==> config.mk <==
export PLATFORM = sky130hd
export DESIGN_NAME = alu_operand_sequencer
export DESIGN_NICKNAME = d
export VERILOG_FILES = /design/src/rtl/alu_seq_pkg.sv /design/src/rtl/alu_operand_sequencer_key_edge.sv /design/src/rtl/alu_operand_sequencer.sv
export SDC_FILE = /design/constraint.sdc
export NUM_CORES = 1
export LEC_CHECK = 0
export BUFFER_PORTS_ARGS = -buffer_cell sky130_fd_sc_hd__clkbuf_2
export CORE_ASPECT_RATIO = 1.25
export CORE_MARGIN = 4
export CORE_UTILIZATION = 52
export CTS_CLUSTER_SIZE = 8
export DETAILED_ROUTE_END_ITERATION = 8
export MAX_ROUTING_LAYER = met4
export PLACE_DENSITY_LB_ADDON = 0.2
export SETUP_SLACK_MARGIN = 0.1
export SLEW_MARGIN = 15
export SYNTH_ARGS = -nofsm -noshare
export SYNTH_HDL_FRONTEND = slang
export SYNTH_SLANG_ARGS = --single-unit
==> constraint.sdc <==
create_clock -name clock -period 2.2 [get_ports clock]
set_clock_uncertainty 0.2 [all_clocks]
set_input_delay 0.22 -clock clock [delete_from_list [all_inputs] [get_ports clock]]
set_output_delay 0.22 -clock clock [all_outputs]
set_load 0.03 [all_outputs]
==> src/rtl/alu_seq_pkg.sv <==
// Shared definitions for the ALU operand sequencer: state encoding and the
// function codes understood by the downstream ALU.
package alu_seq_pkg;

    // Sequencer states; the encoding is driven straight onto the LEDs.
    typedef enum logic [1:0] {
        ST_ENTER_A  = 2'd0,
        ST_ENTER_B  = 2'd1,
        ST_ENTER_FN = 2'd2,
        ST_HOLD     = 2'd3
    } seq_state_t;

    // ALU function-select codes (6 and 7 fall through to the ALU default).
    localparam logic [2:0] FN_RIPPLE      = 3'd0;
    localparam logic [2:0] FN_ADD         = 3'd1;
    localparam logic [2:0] FN_NAND_XNOR   = 3'd2;
    localparam logic [2:0] FN_OR_ANY      = 3'd3;
    localparam logic [2:0] FN_ONEHOT_PAIR = 3'd4;
    localparam logic [2:0] FN_CONCAT_INV  = 3'd5;

endpackage

==> src/rtl/alu_operand_sequencer_key_edge.sv <==
// key_edge: conditions one active-low push-button into a single-cycle press
// strobe. Two-flop synchronizer, optional debounce filter (enabled by
// ALU_SEQ_DEBOUNCE_EN), then a registered previous-level compare.
// A key that is already held when reset is released never produces a strobe:
// the detector only arms after it has seen the key released.
module key_edge #(
    parameter logic [15:0] DEBOUNCE_CYCLES = 16'd50000
) (
    input  logic clock,
    input  logic resetn,
    input  logic key_n,
    output logic press
);

    logic       sync1;
    logic       sync2;
    logic       level;
    logic       prev;
    logic       armed;
    logic [1:0] fill;

    // Two-flop synchronizer; resets to the released level.
    always_ff @(posedge clock or negedge resetn) begin
        if (!resetn) begin
            sync1 <= 1'b1;
            sync2 <= 1'b1;
        end else begin
            sync1 <= key_n;
            sync2 <= sync1;
        end
    end

`ifdef ALU_SEQ_DEBOUNCE_EN
    logic [15:0] count;

    // Debounce: accept a new level only after it has persisted for
    // DEBOUNCE_CYCLES consecutive cycles; any bounce restarts the count.
    always_ff @(posedge clock or negedge resetn) begin
        if (!resetn) begin
            level <= 1'b1;
            count <= '0;
        end else if (sync2 == level) begin
            count <= '0;
        end else if (count >= DEBOUNCE_CYCLES - 16'd1) begin
            level <= sync2;
            count <= '0;
        end else begin
            count <= count + 16'd1;
        end
    end
`else
    logic unused_debounce;
    assign unused_debounce = ^DEBOUNCE_CYCLES;
    assign level = sync2;
`endif

    // Arm once the synchronizer holds real samples and shows the key released.
    always_ff @(posedge clock or negedge resetn) begin
        if (!resetn) begin
            fill  <= 2'd0;
            armed <= 1'b0;
        end else begin
            if (fill != 2'd2) begin
                fill <= fill + 2'd1;
            end
            if (fill == 2'd2 && sync2) begin
                armed <= 1'b1;
            end
        end
    end

    // Falling-edge detect on the conditioned level, registered strobe.
    always_ff @(posedge clock or negedge resetn) begin
        if (!resetn) begin
            prev  <= 1'b1;
            press <= 1'b0;
        end else begin
            prev  <= level;
            press <= armed & prev & ~level;
        end
    end

endmodule

==> src/rtl/alu_operand_sequencer.sv <==
// alu_operand_sequencer: front-panel sequencer that collects operand A,
// operand B and the ALU function code from two push-buttons and the digit
// switches, then holds the validated set for the ALU.
// Optional build macro: ALU_SEQ_DEBOUNCE_EN (adds key debounce filtering).
module alu_operand_sequencer
    import alu_seq_pkg::*;
#(
    parameter int          DIGITS          = 1,
    parameter logic [15:0] DEBOUNCE_CYCLES = 16'd50000,
    localparam int         W               = 4 * DIGITS
) (
    input  logic         clock,
    input  logic         resetn,
    input  logic [3:0]   digit_in,
    input  logic         load_n,
    input  logic         adv_n,
    output logic [W-1:0] op_a,
    output logic [W-1:0] op_b,
    output logic [2:0]   fn_sel,
    output logic [1:0]   state,
    output logic         valid,
    output logic         valid_pulse
);

    logic         load;
    logic         adv;
    seq_state_t   state_q;
    seq_state_t   state_d;
    logic [W-1:0] op_a_d;
    logic [W-1:0] op_b_d;
    logic [2:0]   fn_d;
    logic         pulse_d;
    logic [W-1:0] shift_a;
    logic [W-1:0] shift_b;

    key_edge #(.DEBOUNCE_CYCLES(DEBOUNCE_CYCLES)) u_load (
        .clock  (clock),
        .resetn (resetn),
        .key_n  (load_n),
        .press  (load)
    );

    key_edge #(.DEBOUNCE_CYCLES(DEBOUNCE_CYCLES)) u_adv (
        .clock  (clock),
        .resetn (resetn),
        .key_n  (adv_n),
        .press  (adv)
    );

    // New digit enters at the least-significant nibble.
    if (DIGITS == 1) begin : g_single
        assign shift_a = digit_in;
        assign shift_b = digit_in;
    end else begin : g_multi
        assign shift_a = {op_a[W-5:0], digit_in};
        assign shift_b = {op_b[W-5:0], digit_in};
    end

    // Next-state and register updates; a load lands in the current state's
    // register even when the same strobe cycle also advances the state.
    always_comb begin
        state_d = state_q;
        op_a_d  = op_a;
        op_b_d  = op_b;
        fn_d    = fn_sel;
        pulse_d = 1'b0;
        case (state_q)
            ST_ENTER_A: begin
                if (load) op_a_d = shift_a;
                if (adv)  state_d = ST_ENTER_B;
            end
            ST_ENTER_B: begin
                if (load) op_b_d = shift_b;
                if (adv)  state_d = ST_ENTER_FN;
            end
            ST_ENTER_FN: begin
                if (load) fn_d = digit_in[2:0];
                if (adv) begin
                    state_d = ST_HOLD;
                    pulse_d = 1'b1;
                end
            end
            ST_HOLD: begin
                if (adv) begin
                    state_d = ST_ENTER_A;
                    op_a_d  = '0;
                    op_b_d  = '0;
                    fn_d    = 3'd0;
                end
            end
            default: state_d = ST_ENTER_A;
        endcase
    end

    // State and operand registers.
    always_ff @(posedge clock or negedge resetn) begin
        if (!resetn) begin
            state_q     <= ST_ENTER_A;
            op_a        <= '0;
            op_b        <= '0;
            fn_sel      <= 3'd0;
            valid_pulse <= 1'b0;
        end else begin
            state_q     <= state_d;
            op_a        <= op_a_d;
            op_b        <= op_b_d;
            fn_sel      <= fn_d;
            valid_pulse <= pulse_d;
        end
    end

    assign state = state_q;
    assign valid = (state_q == ST_HOLD);

endmodule
Word level (Yosys, flattened, before mapping)
Index checks and enable logic that the tools add are counted.

Muxes and demuxes: 14. Add/sub/neg operators: 2. Reductions and logical operators: 10. Equal/unequal tests: 14. Bitwise logic cells: 6.

Operators by type and width (count): $pmux W4 S2 (2); $ne A2 B1 Y1 const B (7); $reduce_and A3 Y1 (3); $eq A2 B2 Y1 const B (4); $mux W2 (4); $mux W4 (2); $pmux W2 S4 (1); $mux W3 (2); $pmux W3 S2 (1); $reduce_bool A2 Y1 (3); $add A2 B1 Y2 const B (2); $and A1 B1 Y1 (4); $ne A2 B2 Y1 const B (2); $reduce_and A4 Y1 (1); $eq A2 B1 Y1 const B (1); $logic_and A1 B1 Y1 (2); $logic_not A2 Y1 (1); $mux W1 (2); $not A1 Y1 (2).

Bits in registers: 28. Word-level logic and storage cells: 63. Input bits: 8. Output and inout bits: 15.

Logic depth before layout (Yosys ltp)
Gate-level depths: netlist of run 1.

Word-level depth: 3. Mapped depth: 5.

Hierarchy
Synthesis of run 1 repeated with hierarchy kept, for this count alone.

Cell total of the unflattened synthesis: 81. Area, all modules: 1159.9 um^2.

Modules (own cells, without submodules): alu_operand_sequencer (instances 1, cells each 51, seq. area each 350.3 um^2, area an instance 701.9 um^2); key_edge (instances 2, cells each 15, seq. area each 178.9 um^2, area an instance 229.0 um^2).

Worst setup path after synthesis of run 1
No wires, ideal clock.

Path kind: register to register. From: register state_q[0] (netlist: state[0]). To: register op_a[0]. Stages on the path, launching flop included: 5. Setup slack: 0.219 ns. Arrival: 1.657 ns. Data required time: 1.875 ns. Cell sequence: dfrtp_1 inv_1 ha_1 nor3_4 mux2_2.

Cells in the longest elaborated chain, start to end: 3. Elaborated cells between the ends (all ways): 7. Classes of those cells: 3 x eq/ne; 1 x mux; 3 x reduce/logical.

Ends and longest elaborated chain: start: declaration (line alu_operand_sequencer.sv:27) `seq_state_t state_q;`; start signal: assignment (line alu_operand_sequencer.sv:104) `state_q <= state_d;`; $eq A2 B2 Y1 / $logic_not A2 Y1 (equally long branches) (line alu_operand_sequencer.sv:67) `case (state_q)`; $ne A2 B1 Y1 (no source line) / $reduce_bool A2 Y1 (equally long branches); $reduce_and A3 Y1 (no source line); end signal: assignment (line alu_operand_sequencer.sv:105) `op_a <= op_a_d;`; end: declaration (line alu_operand_sequencer.sv:17) `output logic [W-1:0] op_a,`.

Several ways; a longest one is shown, not always the timed one. A chain may end at the register's enable or synchronous reset.

Final worst setup path of run 1
From: register state_q[0] (netlist: state[0]). To: register fn_sel[2].

Cells in the longest elaborated chain, start to end: 3. Elaborated cells between the ends (all ways): 7. Classes of those cells: 4 x eq/ne; 1 x mux; 2 x reduce/logical.

Ends and longest elaborated chain: $eq A2 B2 Y1 (line alu_operand_sequencer.sv:67); $ne A2 B1 Y1 (no source line) / $reduce_bool A2 Y1 (equally long branches); $reduce_and A3 Y1 (no source line); end signal: assignment (line alu_operand_sequencer.sv:107) `fn_sel <= fn_d;`; end: declaration (line alu_operand_sequencer.sv:19) `output logic [2:0] fn_sel,`.

Several ways; a longest one is shown, not always the timed one.

==> results of run 1 <==
[how the worst min path moves through the flow]
stage,startpoint,to,depth (start not counted)
global placement,resetn,u_load.fill[0]$_DFFE_PN0P_,1
global route,digit_in[3],op_b[3]$_DFFE_PN0P_,3
detailed placement,resetn,u_load.fill[0]$_DFFE_PN0P_,1
floorplan,resetn,fn_sel[0]$_DFFE_PN0P_,0
finish,digit_in[3],op_b[3]$_DFFE_PN0P_,3
CTS,digit_in[3],op_b[3]$_DFFE_PN0P_,3
[power by group]
group | internal, W | total, W | switching [W]
Clock | 0.000101 | 0.000238 | 0.000137
Combinational | 0.000416 | 0.000999 | 0.000584
Sequential | 0.000653 | 0.000741 | 0.0000877
[cell usage after synthesis (all sizes together)]
| cell type | number |
|---|---|
| and2 | 1 |
| nor3 | 2 |
| nand2 | 4 |
| nor2b | 7 |
| inv | 4 |
| ha | 9 |
| o21ai | 2 |
| mux2 | 12 |
| xnor2 | 2 |
| nor2 | 6 |
| a21o | 2 |
| dfrtp | 22 |
| dfstp | 6 |
| mux2i | 2 |
| a21oi | 1 |
[area by class of cell]
class	instances	area (um2)
Fill cell	155	669
Inverter	4	15.0
Sequential cell	28	708
Clock buffer	4	36.3
Timing Repair Buffer	25	140
Tap cell	30	37.5
Multi-Input combinational cell	50	443
[logic make-up (layout without fill, tap and decap cells)]
family	after synthesis	count (layout)	synth area share, %
multiplexers	14	14	13.3
AO/OA/AOI/OAI	5	5	2.57
flip-flops	28	28	60.7
XOR/XNOR	2	2	1.50
adder cells (fa/ha/maj)	9	9	9.66
buffers and inverters	4	33	1.29
AND/OR/NAND/NOR	20	20	10.9
[per-stage QoR]
step                      hold slack, ns  util [%]  instances
final                              0.143      67.3        141
after global routing               0.146      67.3        141
after CTS                          0.135      67.3        141
after detailed placement          0.0818      64.1        134
after global placement            0.0793      64.1        134
after floorplan                   -0.276         -         82
[per-layer routing]
layer | global-route usage (%) | vias up | share of wire (%)
met2 | 22.6 | 11 | 51
met1 | 17.0 | 315 | 45
met4 | 4.62 | 0 | 0.86
met5 | - | - | 0
met3 | 2.95 | 2 | 3.1
li1 | - | 325 | -
[sequential cells by signal (all words and copies together), names as in the netlist]
signal,flops
fn_sel,3
u_adv.level,1
op_a,4
u_adv.armed,1
op_b,4
u_load.fill,2
u_load.prev,1
u_load.sync1,1
u_adv.prev,1
u_adv.press,1
valid_pulse,1
u_load.press,1
state,2
u_adv.fill,2
u_load.level,1
u_load.armed,1
u_adv.sync1,1
[critical path: stages, from the launching register on]
cell and delay, ns:
dfrtp_1 0.45, inv_1 0.13, ha_1 0.25, mux2i_1 0.13, nor2_1 0.25, mux2_2 0.37
[cells in the final DEF, fill, tap and decap left out]
cell type / n
a21o_1: 2
a21oi_1: 1
and2_1: 1
clkbuf_2: 22
clkbuf_4: 3
clkbuf_8: 1
dfrtp_1: 22
dfstp_2: 6
dlygate4sd3_1: 3
ha_1: 9
inv_1: 4
mux2_2: 12
mux2i_1: 2
nand2_1: 4
nor2_1: 6
nor2b_1: 6
nor2b_4: 1
nor3_4: 2
o21ai_0: 2
xnor2_1: 2
==> metrics.csv, run 1 <==
stage;metric;value;unit
cells_and_area;drive_gt1_share;42.3;%
synthesis;syn-cell-area;0.00117;mm2
drt;wl;1.74;mm
floorplan;row_count;18;
placed_design;gp_congestion;0.735;
grt;antenna_found_initial;0;
cells_and_area;synthToLayoutAreaGrowth;18.3;%
clock_network;cts.sinks;28;
worst_setup_path;setup.worst_path.start;state[0]$_DFFE_PN0P_;
synthesis;seq_area_frac_synth;60.7;%
grt;grt_usage;13.8;%
clock_network;clock_latency;0.31;ns
floorplan;fp.coreArea;0.00205;mm2
clock_network;cts_buffer_depth;2;
worst_setup_path;rrSetupSlack;0.33;ns
worst_setup_path;cp_max_fo;5;
timing;max_freq;535;MHz
floorplan;die_area;0.00307;mm2
timing;drv_slew;0;
worst_setup_path;cp.arrival;1.89;ns
pwr;power_density;1430;mW/mm2
synthesis;synthTopCellsByArea;dfrtp_1 47%, dfstp_2 14%, mux2_2 12%;
timing;finalCritPeriodShare;84.9;%
placed_design;dpl_cell_area;0.00131;mm2
timing;setup_tns;0;ns
job;cap_violations;0;
drt;initialDrtViolationCount;5;
floorplan;die_y;60.9;um
grt;grt_pass1_wl;3.09;mm
clock_network;h-tree-depth;1;
drt;avgViaCountPerCell;4.63;
floorplan;initial_core_util;56.9;%
cells_and_area;final_area;0.00138;mm2
clock_network;cts_hold_buf;3;
synthesis;synth.avg_cell_area;14.2;um2
clock_network;cts_tree;built;
worst_setup_path;worstSetupStartpointType;flip-flop;
timing;layout_min_cycle_time;1.87;ns
pwr;p_total;0.00198;W
drt;drt_pass1_iterations;4;
outcome;outcome;complete, no violations;
placed_design;io_buffers;22;
worst_setup_path;reg2reg_to;fn_sel[2]$_DFFE_PN0P_;
floorplan;io_pins;23;
synthesis;synth_top_cell_by_area;dfrtp_1;
timing;hold_viol;0;
synthesis;ys_types;16;
drt;postRouteAntennaNets;0;
grt;first_global_vias;697;
synthesis;syn_nets;99;
placed_design;place_ws;0.320;ns
worst_setup_path;worstSetupPathType;reg -> reg;
pwr;vdd_drop_max;944;uV
worst_setup_path;cp-end-kind;flip-flop;
worst_setup_path;worstReg2RegStart;state[0]$_DFFE_PN0P_;
worst_setup_path;reg2reg_depth;5;
worst_setup_path;endpoint;fn_sel[2]$_DFFE_PN0P_;
floorplan;die_w;50.4;um
synthesis;synth_warnings;0;
grt;grt_overflow;0;
worst_hold_path;hold_class;in -> reg;
worst_setup_path;cp_data_required_time;2.22;ns
timing;relSlewSlack;57.7;%
timing;finalSetupViolations;0;
timing;worst_slack;0.332;ns
drt;vias;653;
timing;worstMarginPinSlew;0.634;ns
cells_and_area;diodes;0;
drt;drc;0;
synthesis;synth_top_area_share;47.2;%
placed_design;hpwlAfterDp;1.40;mm
clock_network;cts_buffers;3;
clock_network;post_cts_resized;0;
synthesis;synth-seq-cells;28;
drt;wl_per_cell;12.3;um
timing;grt_setup_unrepaired;no;
grt;grt_max_degree;29;
pwr;p_leak;0.666;nW
clock_network;cts_root_buf;clkbuf_4;
cells_and_area;final_nets;129;
synthesis;synth_cells;82;
clock_network;clkSlewWorstSetupHoldPaths;0.14;ns
clock_network;cts_setup_buffers;0;
(Power assumes the default switching activity.)
==> inputs of run 2 (changes only) <==
==> constraint.sdc (replaced) <==
create_clock -name clock -period 1.8 [get_ports clock]
set_clock_uncertainty 0.2 [all_clocks]
set_input_delay 0.18 -clock clock [delete_from_list [all_inputs] [get_ports clock]]
set_output_delay 0.18 -clock clock [all_outputs]
set_load 0.03 [all_outputs]
==> metrics.csv, run 2 (same netlist as run 1, synthesis figures left out) <==
stage;metric;value;unit;change
outcome;outcome;complete, no violations;;unchanged
timing;setup_tns;0;ns;unchanged
drt;wl_per_cell;13.6;um;was 12.3 um
grt;grt_overflow;0;;unchanged
timing;hold_viol;0;;unchanged
drt;wl;2.02;mm;was 1.74 mm
drt;avgViaCountPerCell;4.85;;was 4.63
grt;first_global_vias;768;;was 697
timing;finalSetupViolations;0;;unchanged
worst_setup_path;slowest_stage;dfrtp_2;;was dfrtp_1
pwr;vdd_drop_max;1100;uV;was 944 uV
floorplan;die_w;50.4;um;unchanged
cells_and_area;diodes;0;;unchanged
drt;postRouteAntennaNets;0;;unchanged
placed_design;io_buffers;22;;unchanged
cells_and_area;drive_gt1_share;54.2;%;was 42.3%
pwr;power_density;1890;mW/mm2;was 1430 mW/mm2
job;cap_violations;0;;unchanged
drt;drt_pass1_iterations;3;;was 4
cells_and_area;synthToLayoutAreaGrowth;29.7;%;was 18.3%
placed_design;hpwlAfterDp;1.41;mm;was 1.40 mm
cells_and_area;reg.largest.list;op_a x4, op_b x4, fn_sel x3;;unchanged
floorplan;row_count;18;;unchanged
clock_network;cts_buffers;3;;unchanged
clock_network;clock_latency;0.31;ns;about the same
grt;grt_pass1_wl;3.50;mm;was 3.09 mm
worst_setup_path;cp-end-kind;flip-flop;;unchanged
drt;drc;0;;unchanged
clock_network;clkSlewWorstSetupHoldPaths;0.14;ns;about the same
placed_design;gp_congestion;0.878;;was 0.735
clock_network;cts_buffer_depth;2;;unchanged
worst_setup_path;worstSetupStartpointType;flip-flop;;unchanged
worst_setup_path;worstSetupPathType;reg -> reg;;unchanged
clock_network;h-tree-depth;1;;unchanged
floorplan;fp.coreArea;0.00205;mm2;unchanged
clock_network;cts_root_buf;clkbuf_4;;unchanged
grt;grt_max_degree;29;;unchanged
worst_setup_path;max_stage_delay;0.48;ns;was 0.45 ns
clock_network;cts.sinks;28;;unchanged
placed_design;dpl_cell_area;0.00136;mm2;was 0.00131 mm2
worst_hold_path;hold_class;in -> reg;;unchanged
floorplan;die_area;0.00307;mm2;unchanged
cells_and_area;layout_common_cells;22 x clkbuf_2, 20 x dfrtp_1, 8 x mux2_4;;was 22 x dfrtp_1, 22 x clkbuf_2, 12 x mux2_2
timing;finalCritPeriodShare;99.7;%;was 84.9%
worst_setup_path;cp_max_fo;5;;unchanged
floorplan;io_pins;23;;unchanged
clock_network;cts_tree;built;;unchanged
timing;layout_min_cycle_time;1.79;ns;was 1.87 ns
worst_setup_path;cp_data_required_time;1.82;ns;was 2.22 ns
cells_and_area;final_nets;136;;was 129
timing;max_freq;557;MHz;was 535 MHz
worst_setup_path;worstPathCellList;ha_2 > nor2b_4 > nor3_4 > mux2_4;;was inv_1 > ha_1 > mux2i_1 > nor2_1 > mux2_2
grt;antenna_found_initial;0;;unchanged
timing;grt_setup_unrepaired;yes;;was no
timing;relSlewSlack;55.4;%;was 57.7%
timing;worstMarginPinSlew;0.669;ns;was 0.634 ns
cells_and_area;utilization;73.8;%;was 67.3%
floorplan;initial_core_util;56.9;%;unchanged
grt;grt_usage;15.6;%;was 13.8%
pwr;p_leak;0.728;nW;was 0.666 nW
timing;drv_slew;0;;unchanged
drt;initialDrtViolationCount;3;;was 5
drt;vias;718;;was 653
timing;hold_ws;0.0883;ns;was 0.143 ns
floorplan;die_y;60.9;um;unchanged
cells_and_area;layout_commonest_cell;clkbuf_2;;
worst_setup_path;cp.arrival;1.81;ns;was 1.89 ns
cells_and_area;final_area;0.00151;mm2;was 0.00138 mm2
## run 2: report_power, final
part | internal (W) | switching, W
Sequential | 0.000804 | 0.000122
Clock | 0.000123 | 0.000171
Combinational | 0.000807 | 0.000829
Total | 0.00173 | 0.00112
## run 2: timing repair
| item | 4_1_cts | 5_1_grt |
|---|---|---|
| endpoints found under the hold margin | 24 | 0 |
| pin swaps | 2 | 2 |
| setup endpoints to repair | 13 | 14 |
| hold buffers | 3 | 0 |
| setup buffers | 5 | 1 |
| resized for setup | 5 | 8 |
## run 2: area by class of cell
class / instances / area (um2)
clock buffers: 4 / 36.3
fillers: 129 / 537
inverters: 4 / 20.0
multi-input cells: 50 / 508
flip-flops and latches: 28 / 711
well taps: 30 / 37.5
repair buffers: 32 / 200
## run 2: layer usage
metal | vias up | part of all wire, % | GRT usage (%)
met5 | - | 0 | -
met4 | 0 | 2.0 | 5.00
met1 | 355 | 42 | 17.7
met3 | 4 | 4.1 | 3.19
met2 | 16 | 52 | 27.6
li1 | 343 | - | -
## run 2: worst paths after layout
path	start	to	slack (ns)	depth (start not counted)
max in group asynchronous	resetn	state[0]$_DFFE_PN0P_	0.73	2
setup / recovery	state[0]$_DFFE_PN0P_	op_b[1]$_DFFE_PN0P_	0.006	4
hold reg to reg	u_adv.sync1$_DFF_PN1_	u_adv.level$_DFF_PN1_	0.17	0
setup reg to reg	state[0]$_DFFE_PN0P_	op_b[1]$_DFFE_PN0P_	0.006	4
hold / removal	digit_in[3]	op_a[3]$_DFFE_PN0P_	0.09	3
min in group asynchronous	resetn	valid_pulse$_DFF_PN0_	0.21	2
## run 2: critical path: cells and delay by family (launching register included)
kind | cells | cell delay (ns)
adders and majority gates | 1 | 0.22
muxes | 1 | 0.34
DFF | 1 | 0.48
and+or+nand+nor | 2 | 0.45
## run 2: stage by stage
stage / power [W] / setup WS [ns] / cells
6_report: 0.00286 / 0.00586 / 148
2_1_floorplan: 0.00197 / 0.0118 / 82
3_3_place_gp: 0.00227 / 0.0350 / 135
5_1_grt: 0.00304 / -0.0646 / 148
4_1_cts: 0.00278 / 0.0518 / 147
3_5_place_dp: 0.00232 / 0.0146 / 135
==> inputs of run 3 (changes only) <==
--- a/config.mk
+++ b/config.mk
@@ -8,7 +8,7 @@
 export BUFFER_PORTS_ARGS = -buffer_cell sky130_fd_sc_hd__clkbuf_2
 export CORE_ASPECT_RATIO = 1.25
 export CORE_MARGIN = 4
-export CORE_UTILIZATION = 52
+export CORE_UTILIZATION = 40
 export CTS_CLUSTER_SIZE = 8
 export DETAILED_ROUTE_END_ITERATION = 8
 export MAX_ROUTING_LAYER = met4
==> metrics.csv, run 3 (same netlist as run 1, synthesis figures left out) <==
stage;metric;value;unit;change
timing;finalCritPeriodShare;99.0;%;was 99.7%
worst_setup_path;rrSetupSlack;0.02;ns;was 0.006 ns
floorplan;die_area;0.00385;mm2;was 0.00307 mm2
worst_hold_path;hold_class;in -> reg;;unchanged
drt;drc;0;;unchanged
cells_and_area;reg.largest.list;op_a x4, op_b x4, fn_sel x3;;unchanged
grt;first_global_vias;719;;was 768
timing;drv_slew;0;;unchanged
grt;grt_overflow;0;;unchanged
clock_network;clock_latency;0.32;ns;was 0.31 ns
pwr;vdd_drop_max;985;uV;was 1100 uV
drt;wl;2.15;mm;was 2.02 mm
cells_and_area;final_area;0.00157;mm2;was 0.00151 mm2
clock_network;h-tree-depth;1;;unchanged
pwr;p_total;0.00305;W;was 0.00286 W
worst_setup_path;worstSetupStartpointType;flip-flop;;unchanged
grt;antenna_found_initial;0;;unchanged
placed_design;gp_congestion;0.707;;was 0.878
worst_setup_path;cp_data_required_time;1.82;ns;about the same
floorplan;die_w;56.3;um;was 50.4 um
cells_and_area;utilization;57.3;%;was 73.8%
worst_setup_path;max_stage_delay;0.51;ns;was 0.48 ns
cells_and_area;diodes;0;;unchanged
timing;grt_setup_unrepaired;yes;;unchanged
cells_and_area;layout_common_cells;22 x clkbuf_2, 20 x dfrtp_1, 11 x mux2_4;;was 22 x clkbuf_2, 20 x dfrtp_1, 8 x mux2_4
floorplan;die_y;68.4;um;was 60.9 um
cells_and_area;drive_gt1_share;55.9;%;was 54.2%
drt;wl_per_cell;14.1;um;was 13.6 um
worst_setup_path;reg2reg_to;op_b[1]$_DFFE_PN0P_;;unchanged
timing;max_freq;561;MHz;was 557 MHz
drt;drt_pass1_iterations;3;;unchanged
cells_and_area;fillers;230;;was 129
floorplan;io_pins;23;;unchanged
drt;postRouteAntennaNets;0;;unchanged
timing;relSlewSlack;55.1;%;was 55.4%
drt;avgViaCountPerCell;4.64;;was 4.85
floorplan;row_count;21;;was 18
pwr;power_density;1950;mW/mm2;was 1890 mW/mm2
worst_setup_path;worstPathCellList;inv_4 > ha_2 > nor2_2 > nor3_4 > buf_6 > mux2_4;;was ha_2 > nor2b_4 > nor3_4 > mux2_4
placed_design;io_buffers;22;;unchanged
placed_design;dpl_cell_area;0.00137;mm2;was 0.00136 mm2
pwr;p_leak;0.745;nW;was 0.728 nW
clock_network;cts_root_buf;clkbuf_4;;unchanged
clock_network;cts_tree;built;;unchanged
worst_setup_path;reg2reg_depth;6;;was 4
timing;finalSetupViolations;0;;unchanged
outcome;outcome;complete, no violations;;unchanged
floorplan;fp.coreArea;0.00273;mm2;was 0.00205 mm2
drt;initialDrtViolationCount;7;;was 3
timing;setup_tns;0;ns;unchanged
worst_setup_path;worstReg2RegStart;state[1]$_DFFE_PN0P_;;was state[0]$_DFFE_PN0P_
clock_network;cts_buffers;3;;unchanged
cells_and_area;final_nets;136;;unchanged
drt;vias;705;;was 718
cells_and_area;layout_commonest_cell;clkbuf_2;;unchanged
clock_network;cts_buffer_depth;2;;unchanged
grt;grt_usage;12.0;%;was 15.6%
placed_design;place_ws;0.0113;ns;was 0.0146 ns
timing;layout_min_cycle_time;1.78;ns;was 1.79 ns
timing;hold_viol;0;;unchanged
cells_and_area;synthToLayoutAreaGrowth;34.2;%;was 29.7%
job;cap_violations;0;;unchanged
worst_setup_path;endpoint;op_b[1]$_DFFE_PN0P_;;unchanged
timing;worst_slack;0.0173;ns;was 0.00586 ns
worst_setup_path;slowest_stage;dfrtp_2;;unchanged
placed_design;hpwlAfterDp;1.44;mm;was 1.41 mm
worst_setup_path;worstSetupPathType;reg -> reg;;unchanged
clock_network;clkSlewWorstSetupHoldPaths;0.15;ns;was 0.14 ns
worst_setup_path;cp-end-kind;flip-flop;;unchanged
grt;grt_pass1_wl;3.42;mm;was 3.50 mm
grt;grt_max_degree;29;;unchanged
worst_setup_path;cp_max_fo;5;;unchanged
floorplan;initial_core_util;42.7;%;was 56.9%
clock_network;cts.sinks;28;;unchanged
worst_setup_path;setup.worst_path.start;state[1]$_DFFE_PN0P_;;was state[0]$_DFFE_PN0P_
timing;worstMarginPinSlew;0.674;ns;was 0.669 ns
worst_setup_path;cp.arrival;1.80;ns;was 1.81 ns
[run 3: cell count changes in the layout (fill, tap and decap cells not counted), moves of 2 or more]
cell / delta
mux2_2: -3
ha_4: +2
nor2_2: +2
nor2_1: -2
mux2_4: +3
ha_2: -2
[run 3: what timing repair did]
| item | CTS | global route |
|---|---|---|
| buffers inserted | 3 | 3 |
| pin swaps | 3 | 2 |
| hold buffers | 3 | 0 |
| hold endpoints to repair | 24 | 0 |
| gates resized for setup | 10 | 9 |
| gates cloned | 0 | 0 |
| endpoints found under the setup margin | 12 | 13 |
[run 3: worst max-delay path, delay by kind of cell (launching register included)]
kind | cells | cell delay (ns)
fa+ha+maj | 1 | 0.19
buf+inv | 2 | 0.25
flops | 1 | 0.51
mux | 1 | 0.30
simple gates | 2 | 0.24
[run 3: worst min-delay path by stage]
stage | depth (start not counted) | end | from
final | 3 | op_a[3]$_DFFE_PN0P_ | digit_in[3]
after global routing | 3 | op_a[3]$_DFFE_PN0P_ | digit_in[3]
after CTS | 3 | op_a[3]$_DFFE_PN0P_ | digit_in[3]
after detailed placement | 1 | valid_pulse$_DFF_PN0_ | resetn
after global placement | 1 | u_adv.fill[0]$_DFFE_PN0P_ | resetn
after floorplan | 0 | fn_sel[0]$_DFFE_PN0P_ | resetn
[run 3: where the power goes]
group,internal (W),total [W],switching (W),leakage (nW)
combinational,0.000839,0.00170,0.000857,0.395
clock,0.000225,0.000408,0.000182,0.0279
sequential,0.000804,0.000943,0.000139,0.322
[run 3: routing by layer]
metal	wire, um	GRT usage, %	vias to the layer above
li1	-	-	344
met2	1150	19.3	9
met3	69	1.89	2
met1	914	15.6	350
met5	0	-	-
met4	15	4.45	0
[run 3: final cells by class]
type                    count  area [um2]  area share, %
multi-input cells          50         539           34.5
repair buffers             32         200           12.8
clock buffers               3        22.5           1.44
flip-flops and latches     28         711           45.4
clock inverters             1        30.0           1.92
inverters                   4        20.0           1.28
well taps                  34        42.5           2.72
[run 3: through the flow]
step | std cells | hold slack (ns)
after global routing | 152 | 0.0611
after detailed placement | 140 | 0.0482
after CTS | 150 | 0.0537
after floorplan | 82 | -0.316
final | 152 | 0.0665
after global placement | 140 | 0.0463
